[src/rtl/sync_frame_tx.sv]
`default_nettype none
// +----------------------------------------------------------------------------+
// | Module   : sync_frame_tx                                                    |
// | Brief    : Serial frame transmitter: sync word, latched payload, idle gap.  |
// | Revision : 1.0 - initial release                                            |
// +----------------------------------------------------------------------------+
module sync_frame_tx #(
    parameter int                SYNC_W    = 8,
    parameter logic [SYNC_W-1:0] SYNC_WORD = 8'b11001011,
    parameter int                DATA_W    = 8,
    parameter int                GAP_LEN   = 2,
    parameter logic              IDLE_BIT  = 1'b0
) (
    input  logic              clk,
    input  logic              rst,
    input  logic              start,
    input  logic [DATA_W-1:0] data_in,
    output logic              tx_bit,
    output logic              tx_valid,
    output logic              busy,
    output logic              done,
    output logic [1:0]        state
);

    localparam int c_FIELD_MAX = (SYNC_W > DATA_W) ? SYNC_W : DATA_W;
    // Widened only if the gap is longer than both fields.
    localparam int c_CNT_MAX   = (GAP_LEN > c_FIELD_MAX) ? GAP_LEN : c_FIELD_MAX;
    localparam int c_CNT_W     = $clog2(c_CNT_MAX) + 1;
    localparam int c_SH_W      = SYNC_W + DATA_W;

    localparam logic [c_CNT_W-1:0] c_CNT_ONE  = c_CNT_W'(1);
    localparam logic [c_CNT_W-1:0] c_SYNC_LST = c_CNT_W'(SYNC_W - 1);
    localparam logic [c_CNT_W-1:0] c_DATA_LST = c_CNT_W'(DATA_W - 1);
    localparam logic [c_CNT_W-1:0] c_GAP_LST  = c_CNT_W'((GAP_LEN > 0) ? GAP_LEN - 1 : 0);

    localparam logic [1:0] c_IDLE = 2'd0;
    localparam logic [1:0] c_SYNC = 2'd1;
    localparam logic [1:0] c_DATA = 2'd2;
    localparam logic [1:0] c_GAP  = 2'd3;

    logic [1:0]         r_state,  w_state_nx;
    logic [c_CNT_W-1:0] r_cnt,    w_cnt_nx;
    logic [c_SH_W-1:0]  r_shift,  w_shift_nx;
    logic               r_bit,    w_bit_nx;
    logic               r_valid,  w_valid_nx;
    logic               r_busy,   w_busy_nx;
    logic               r_done,   w_done_nx;
    logic [c_SH_W-1:0]  w_load;

    always_ff @(posedge clk) begin
        if (rst) begin
            r_state <= c_IDLE;
            r_cnt   <= '0;
            r_shift <= '0;
            r_bit   <= IDLE_BIT;
            r_valid <= 1'b0;
            r_busy  <= 1'b0;
            r_done  <= 1'b0;
        end else begin
            r_state <= w_state_nx;
            r_cnt   <= w_cnt_nx;
            r_shift <= w_shift_nx;
            r_bit   <= w_bit_nx;
            r_valid <= w_valid_nx;
            r_busy  <= w_busy_nx;
            r_done  <= w_done_nx;
        end
    end

    // Sync word and payload share one shifter; its MSB is always the next line bit.
    always_comb begin
        w_state_nx = r_state;
        w_cnt_nx   = r_cnt;
        w_shift_nx = r_shift;
        w_bit_nx   = IDLE_BIT;
        w_valid_nx = 1'b0;
        w_busy_nx  = 1'b0;
        w_done_nx  = 1'b0;
        w_load     = {SYNC_WORD, data_in};

        case (r_state)
            c_IDLE: begin
                w_cnt_nx = '0;
                if (start) begin
                    w_state_nx = c_SYNC;
                    w_cnt_nx   = c_SYNC_LST;
                    w_shift_nx = w_load << 1;
                    w_bit_nx   = w_load[c_SH_W-1];
                    w_valid_nx = 1'b1;
                    w_busy_nx  = 1'b1;
                end
            end

            c_SYNC, c_DATA: begin
                w_bit_nx   = r_shift[c_SH_W-1];
                w_shift_nx = r_shift << 1;
                w_valid_nx = 1'b1;
                w_busy_nx  = 1'b1;
                w_cnt_nx   = r_cnt - c_CNT_ONE;
                if (r_cnt == '0) begin
                    if (r_state == c_SYNC) begin
                        w_state_nx = c_DATA;
                        w_cnt_nx   = c_DATA_LST;
                    end else begin
                        // Frame complete: the done cycle is the first gap cycle.
                        w_shift_nx = r_shift;
                        w_bit_nx   = IDLE_BIT;
                        w_valid_nx = 1'b0;
                        w_done_nx  = 1'b1;
                        if (GAP_LEN > 0) begin
                            w_state_nx = c_GAP;
                            w_cnt_nx   = c_GAP_LST;
                            w_busy_nx  = 1'b1;
                        end else begin
                            w_state_nx = c_IDLE;
                            w_cnt_nx   = '0;
                            w_busy_nx  = 1'b0;
                        end
                    end
                end
            end

            c_GAP: begin
                w_busy_nx = 1'b1;
                w_cnt_nx  = r_cnt - c_CNT_ONE;
                if (r_cnt == '0) begin
                    w_state_nx = c_IDLE;
                    w_cnt_nx   = '0;
                    w_busy_nx  = 1'b0;
                end
            end

            default: begin
                w_state_nx = c_IDLE;
                w_cnt_nx   = '0;
            end
        endcase
    end

    assign tx_bit   = r_bit;
    assign tx_valid = r_valid;
    assign busy     = r_busy;
    assign done     = r_done;
    assign state    = r_state;

endmodule
`default_nettype wire

[config.mk]
export PLATFORM = sky130hd
export DESIGN_NAME = sync_frame_tx
export DESIGN_NICKNAME = d
export VERILOG_FILES = /design/src/rtl/sync_frame_tx.sv
export SDC_FILE = /design/constraint.sdc
export NUM_CORES = 1
export LEC_CHECK = 0
export ABC_AREA = 1
export BUFFER_PORTS_ARGS = -buffer_cell sky130_fd_sc_hd__buf_2
export CAP_MARGIN = 25
export CORE_UTILIZATION = 30
export CTS_CLUSTER_SIZE = 16
export DETAILED_ROUTE_END_ITERATION = 8
export GPL_TIMING_DRIVEN = 0
export MAX_ROUTING_LAYER = met4
export SETUP_SLACK_MARGIN = 0.5
export SLEW_MARGIN = 20
export SYNTH_ARGS = -nofsm -noshare
export SYNTH_HDL_FRONTEND = slang
export SYNTH_SLANG_ARGS = --single-unit
[constraint.sdc]
create_clock -name clk -period 1.55 [get_ports clk]
set_input_delay 0.465 -clock clk [delete_from_list [all_inputs] [get_ports clk]]
set_output_delay 0.465 -clock clk [all_outputs]
set_load 0.05 [all_outputs]
# After elaboration in Yosys (flattened, before gate mapping)
# Index checks and enable logic that the tools add are counted.
[totals] register_bits=26 in_bits=11 output_inout_bits=6
[op_classes] addsub=1 eq_ne=7 mux=24 n_bitwise=2 reduce_logical=7
[ops] cell="16-bit two-way mux" n=3
[ops] cell="16-bit one-hot mux with 2 select lines" n=1
[ops] cell="4-bit one-hot mux with 3 select lines" n=1
[ops] cell="1-bit two-way mux" n=8
[ops] cell="4-bit two-way mux" n=2
[ops] cell="2-bit two-way mux" n=3
[ops] cell="3-bit two-way mux" n=2
[ops] cell="2-bit != test, second input constant" n=3
[ops] cell="2-bit one-hot mux with 3 select lines" n=1
[ops] cell="3-bit AND reduction" n=2
[ops] cell="2-bit == test, second input constant" n=2
[ops] cell="4-bit logical NOT" n=1
[ops] cell="1-bit one-hot mux with 2 select lines" n=2
[ops] cell="4-bit by 1-bit subtractor with 4-bit output, second input constant" n=1
[ops] cell="3-bit != test, second input constant" n=1
[ops] cell="1-bit one-hot mux with 3 select lines" n=1
[ops] cell="3-bit OR reduction" n=1
[ops] cell="2-bit by 1-bit == test with 1-bit output, second input constant" n=1
[ops] cell="2-bit logical NOT" n=1
[ops] cell="1-bit NOT" n=2
[ops] cell="2-bit nonzero test" n=1
[ops] cell="2-bit OR reduction" n=1

# Longest topological paths before layout
[depth] ltp_word=4 depth_mapped=10 depth_no_buf=9

# Least setup slack after synthesis
# OpenSTA, ideal clock, no wires.
[synth_path] path_type="reg-to-reg" start="reg r_state[0], in the netlist state[0]" end="reg r_shift[7]" t_arrival_ns=1.807 required_time_ns=1.437 setup_slack_ns=-0.370 path_stages_with_launch=10 period_less_slack_ns=1.920 path_cell_list="dfxtp_1 > inv_1 > ha_1 > inv_2 > nand2_2 > nand3_4 > buf_6 > nand2_1 > nand2_1 > nor2_1"
[synth_via] elab_chain_len=4 elab_cells_between_ends=9 classes_between="eq/ne: 4; mux: 1; reduce/logical: 4"
[synth_lines] element="start, declared" line="41" text="logic [1:0] r_state, w_state_nx;"
[synth_lines] element="start signal, assigned" line="52" text="r_state <= c_IDLE;"
[synth_lines] element="start signal, assigned" line="60" text="r_state <= w_state_nx;"
[synth_lines] element="2-bit by 1-bit == test with 1-bit output or 2-bit == test (tied branches)" line="81, 101"
[synth_lines] element="2-bit OR reduction" line="81" text="case (r_state)"
[synth_lines] element="3-bit != test (no line) or 2-bit nonzero test (tied branches)"
[synth_lines] element="3-bit AND reduction (no line)"
[synth_lines] element="end signal, assigned" line="62" text="r_shift <= w_shift_nx;"
[synth_lines] element="end, declared" line="43" text="logic [c_SH_W-1:0] r_shift, w_shift_nx;"
# Parallel ways exist; a longest one is shown, timed or not.
# A chain may end at the register's enable or synchronous reset.

# Final worst setup path
[layout_path] start="reg r_state[0], in the netlist state[0]" end="reg r_shift[6]"
# The elaborated chain is that of the path after synthesis.

==> flow_summary.toml <==
[clock_network]
clockBufferDepth = 2
cts_tree = "built"
cts_sinks = 25
numCtsBuffers = 3
clk_latency_ns = 0.27
cts-root-buf = "clkbuf_8"
cts.clk_slew.worst_paths_ns = 0.09
htree_num_levels = 1

[logic_synthesis]
ys_ff_latch = 25
synth_compound_area_share_pct = 10.46
synthXorXnorAreaFrac_pct = 1.382
ys_seq_area_share_pct = 39.49
synth_top_area_share_pct = 39.49
synth_top_area_cell = "dfxtp_1"
ys_types = 23
ys_warn_count = 0
muxShareOfSynthArea_pct = 0
synth-simple-area-share_pct = 31.49
synth_area_leaders = "dfxtp_1, nand2_1, inv_1"
synth_top_family_by_area = "simple AND/OR/NAND/NOR gates"
syn_avg_cell_area_um2 = 7.081
syn_area_um2 = 1267
synth_fa_ha_area_share_pct = 5.923
syn_nets = 196
syn_inst = 179

[placed_design]
gp_congestion = 0.7963
dpl.cell_count = 244
dp_hpwl_um = 1820
portBuffers = 15

[drt]
wirelength_um = 3036
num_vias = 1226
viasPerCell = 4.541
dr.first_iter.drc_count = 29
drc_errors = 0
ant_nets = 0
drt_first_pass_iters = 4
wire_per_inst_um = 11.24

[die]
io_pins = 17
dieArea_um2 = 4489
core_um2 = 4029
start_util_pct = 31.46
die_w_um = 67
die_y_um = 67
rows = 23

[layout]
syn_to_final_growth_pct = 53.70
fin_nets = 238
mostFrequentLayoutCells = "nand2_1, nor2_1, inv_1, dfxtp_1, buf_4"
final_cells = 270
fill_cells = 412
layout_commonest_cell = "nand2_1"
drive_gt1_share_pct = 40.45
antenna_cells = 0
final_core_util_pct = 48.35

[sta]
hold_viol_final = 0
worst_slew_pin_slew_ns = 0.4670
finalMaxSlewViolations = 0
fin_hold_ws_ns = 0.4345
period_needed_ns = 1.492
max_slew_margin_pct = 68.87
fmax_mhz = 670.1
skew_ns = 0.002223
finalSetupViolCount = 0
fin_crit_sh_pct = 96.28
rsz0062_at_grt = "true"

[global_route]
grt_max_degree = 14
grt_overflow = 0
antenna_found_initial = 0
grtUsageTotal_pct = 14.58
grt_pass1_vias = 1142
grt_pass1_wl_um = 4864

[critical_path]
worst-setup-path-type = "reg -> reg"
crit_path_end_kind = "flop"
crit_arrival_ns = 1.67
crit_fanout = 5
crit_required_ns = 1.73
start_kind = "flop"

[hold_path]
min_path_type = "in -> reg"

[run_status]
outcome = "finished, final reports clean"

[job]
max_cap_viol_count = 0
-- critical path, cell delays in order (launching register included) --
cell     delay, ns
dfxtp_4       0.37
inv_4         0.07
ha_4          0.14
inv_2         0.04
or2_0         0.18
buf_4         0.15
nand3_4       0.09
buf_12        0.12
buf_8         0.10
nand2_1       0.05
nand2_1       0.05
nor2_1        0.04
-- flip-flops by register name, summed over array words and instances (netlist names) --
| signal | cells |
|---|---|
| r_cnt | 4 |
| done | 1 |
| busy | 1 |
| tx_bit | 1 |
| state | 2 |
| tx_valid | 1 |
| r_shift | 15 |
-- synth_stat cells --
cell type,n
buf_6,2
buf_2,3
dfxtp_1,25
inv_2,2
nor4_1,1
nand3_1,4
clkbuf_1,1
o21ai_0,10
a21oi_2,4
nand2_2,5
a21oi_1,8
or2_0,1
o21a_1,1
inv_1,24
xnor2_1,2
nand3_4,1
nand4_2,1
nand2_1,47
nor2_1,22
ha_1,6
nand4_1,5
nor3_1,3
buf_1,1
-- kinds of logic after synthesis --
family / Yosys count
AO/OA/AOI/OAI: 23
XOR/XNOR: 2
adder cells (fa/ha/maj): 6
buffers and inverters: 33
flip-flops: 25
AND/OR/NAND/NOR: 90
-- cell type report --
class                      count  area [um^2]  share of cell area [%]
sequential                    25        513.0                   26.33
inverter                      26        110.1                   5.652
clock buffer                   4        45.04                   2.312
timing repair buffer          37        365.4                   18.75
buffer                         7        75.07                   3.854
tap                           50        62.56                   3.211
multi-input combinational    121        777.0                   39.88
-- path summary, 6_finish.rpt --
kind	slack, ns	from	to	depth (start not counted)
hold reg to reg	0.48	r_shift[15]$_SDFFE_PP0P_	r_shift[15]$_SDFFE_PP0P_	2
setup / recovery	0.06	state[0]$_SDFFE_PP0P_	r_shift[6]$_SDFFE_PP0P_	11
hold / removal	0.43	data_in[0]	r_shift[1]$_SDFFE_PP0P_	3
setup reg to reg	0.06	state[0]$_SDFFE_PP0P_	r_shift[6]$_SDFFE_PP0P_	11
-- what timing repair did --
item / 4_1_cts / 5_1_grt
resized for setup: 30 / 24
endpoints found under the setup margin: 31 / 31
hold buffers: 0 / 0
buffers inserted: 15 / 6
pin swaps: 6 / 9
cloned: 1 / 0
-- per-stage QoR --
| stage | worst slack [ns] | TNS (ns) | cell area (um^2) |
|---|---|---|---|
| 6_report | 0.05772 | 0 | 1948 |
| 5_1_grt | -0.02163 | -0.1109 | 1948 |
| 4_1_cts | 0.05980 | 0 | 1807 |
| 3_5_place_dp | -0.005314 | -0.006068 | 1489 |
| 3_3_place_gp | 0.003115 | 0 | 1489 |
| 2_1_floorplan | 0.07976 | 0 | 1351 |
-- routing by layer --
metal / wire [um] / track usage [%]
met4: 30 / 4.521
met1: 1367 / 16.17
met3: 85 / 4.281
met2: 1553 / 24.88
met5: 0 / -
Power is left out: the tool's default activity adds up to more than one toggle a clock period on the data nets, which glitch-free logic cannot reach.
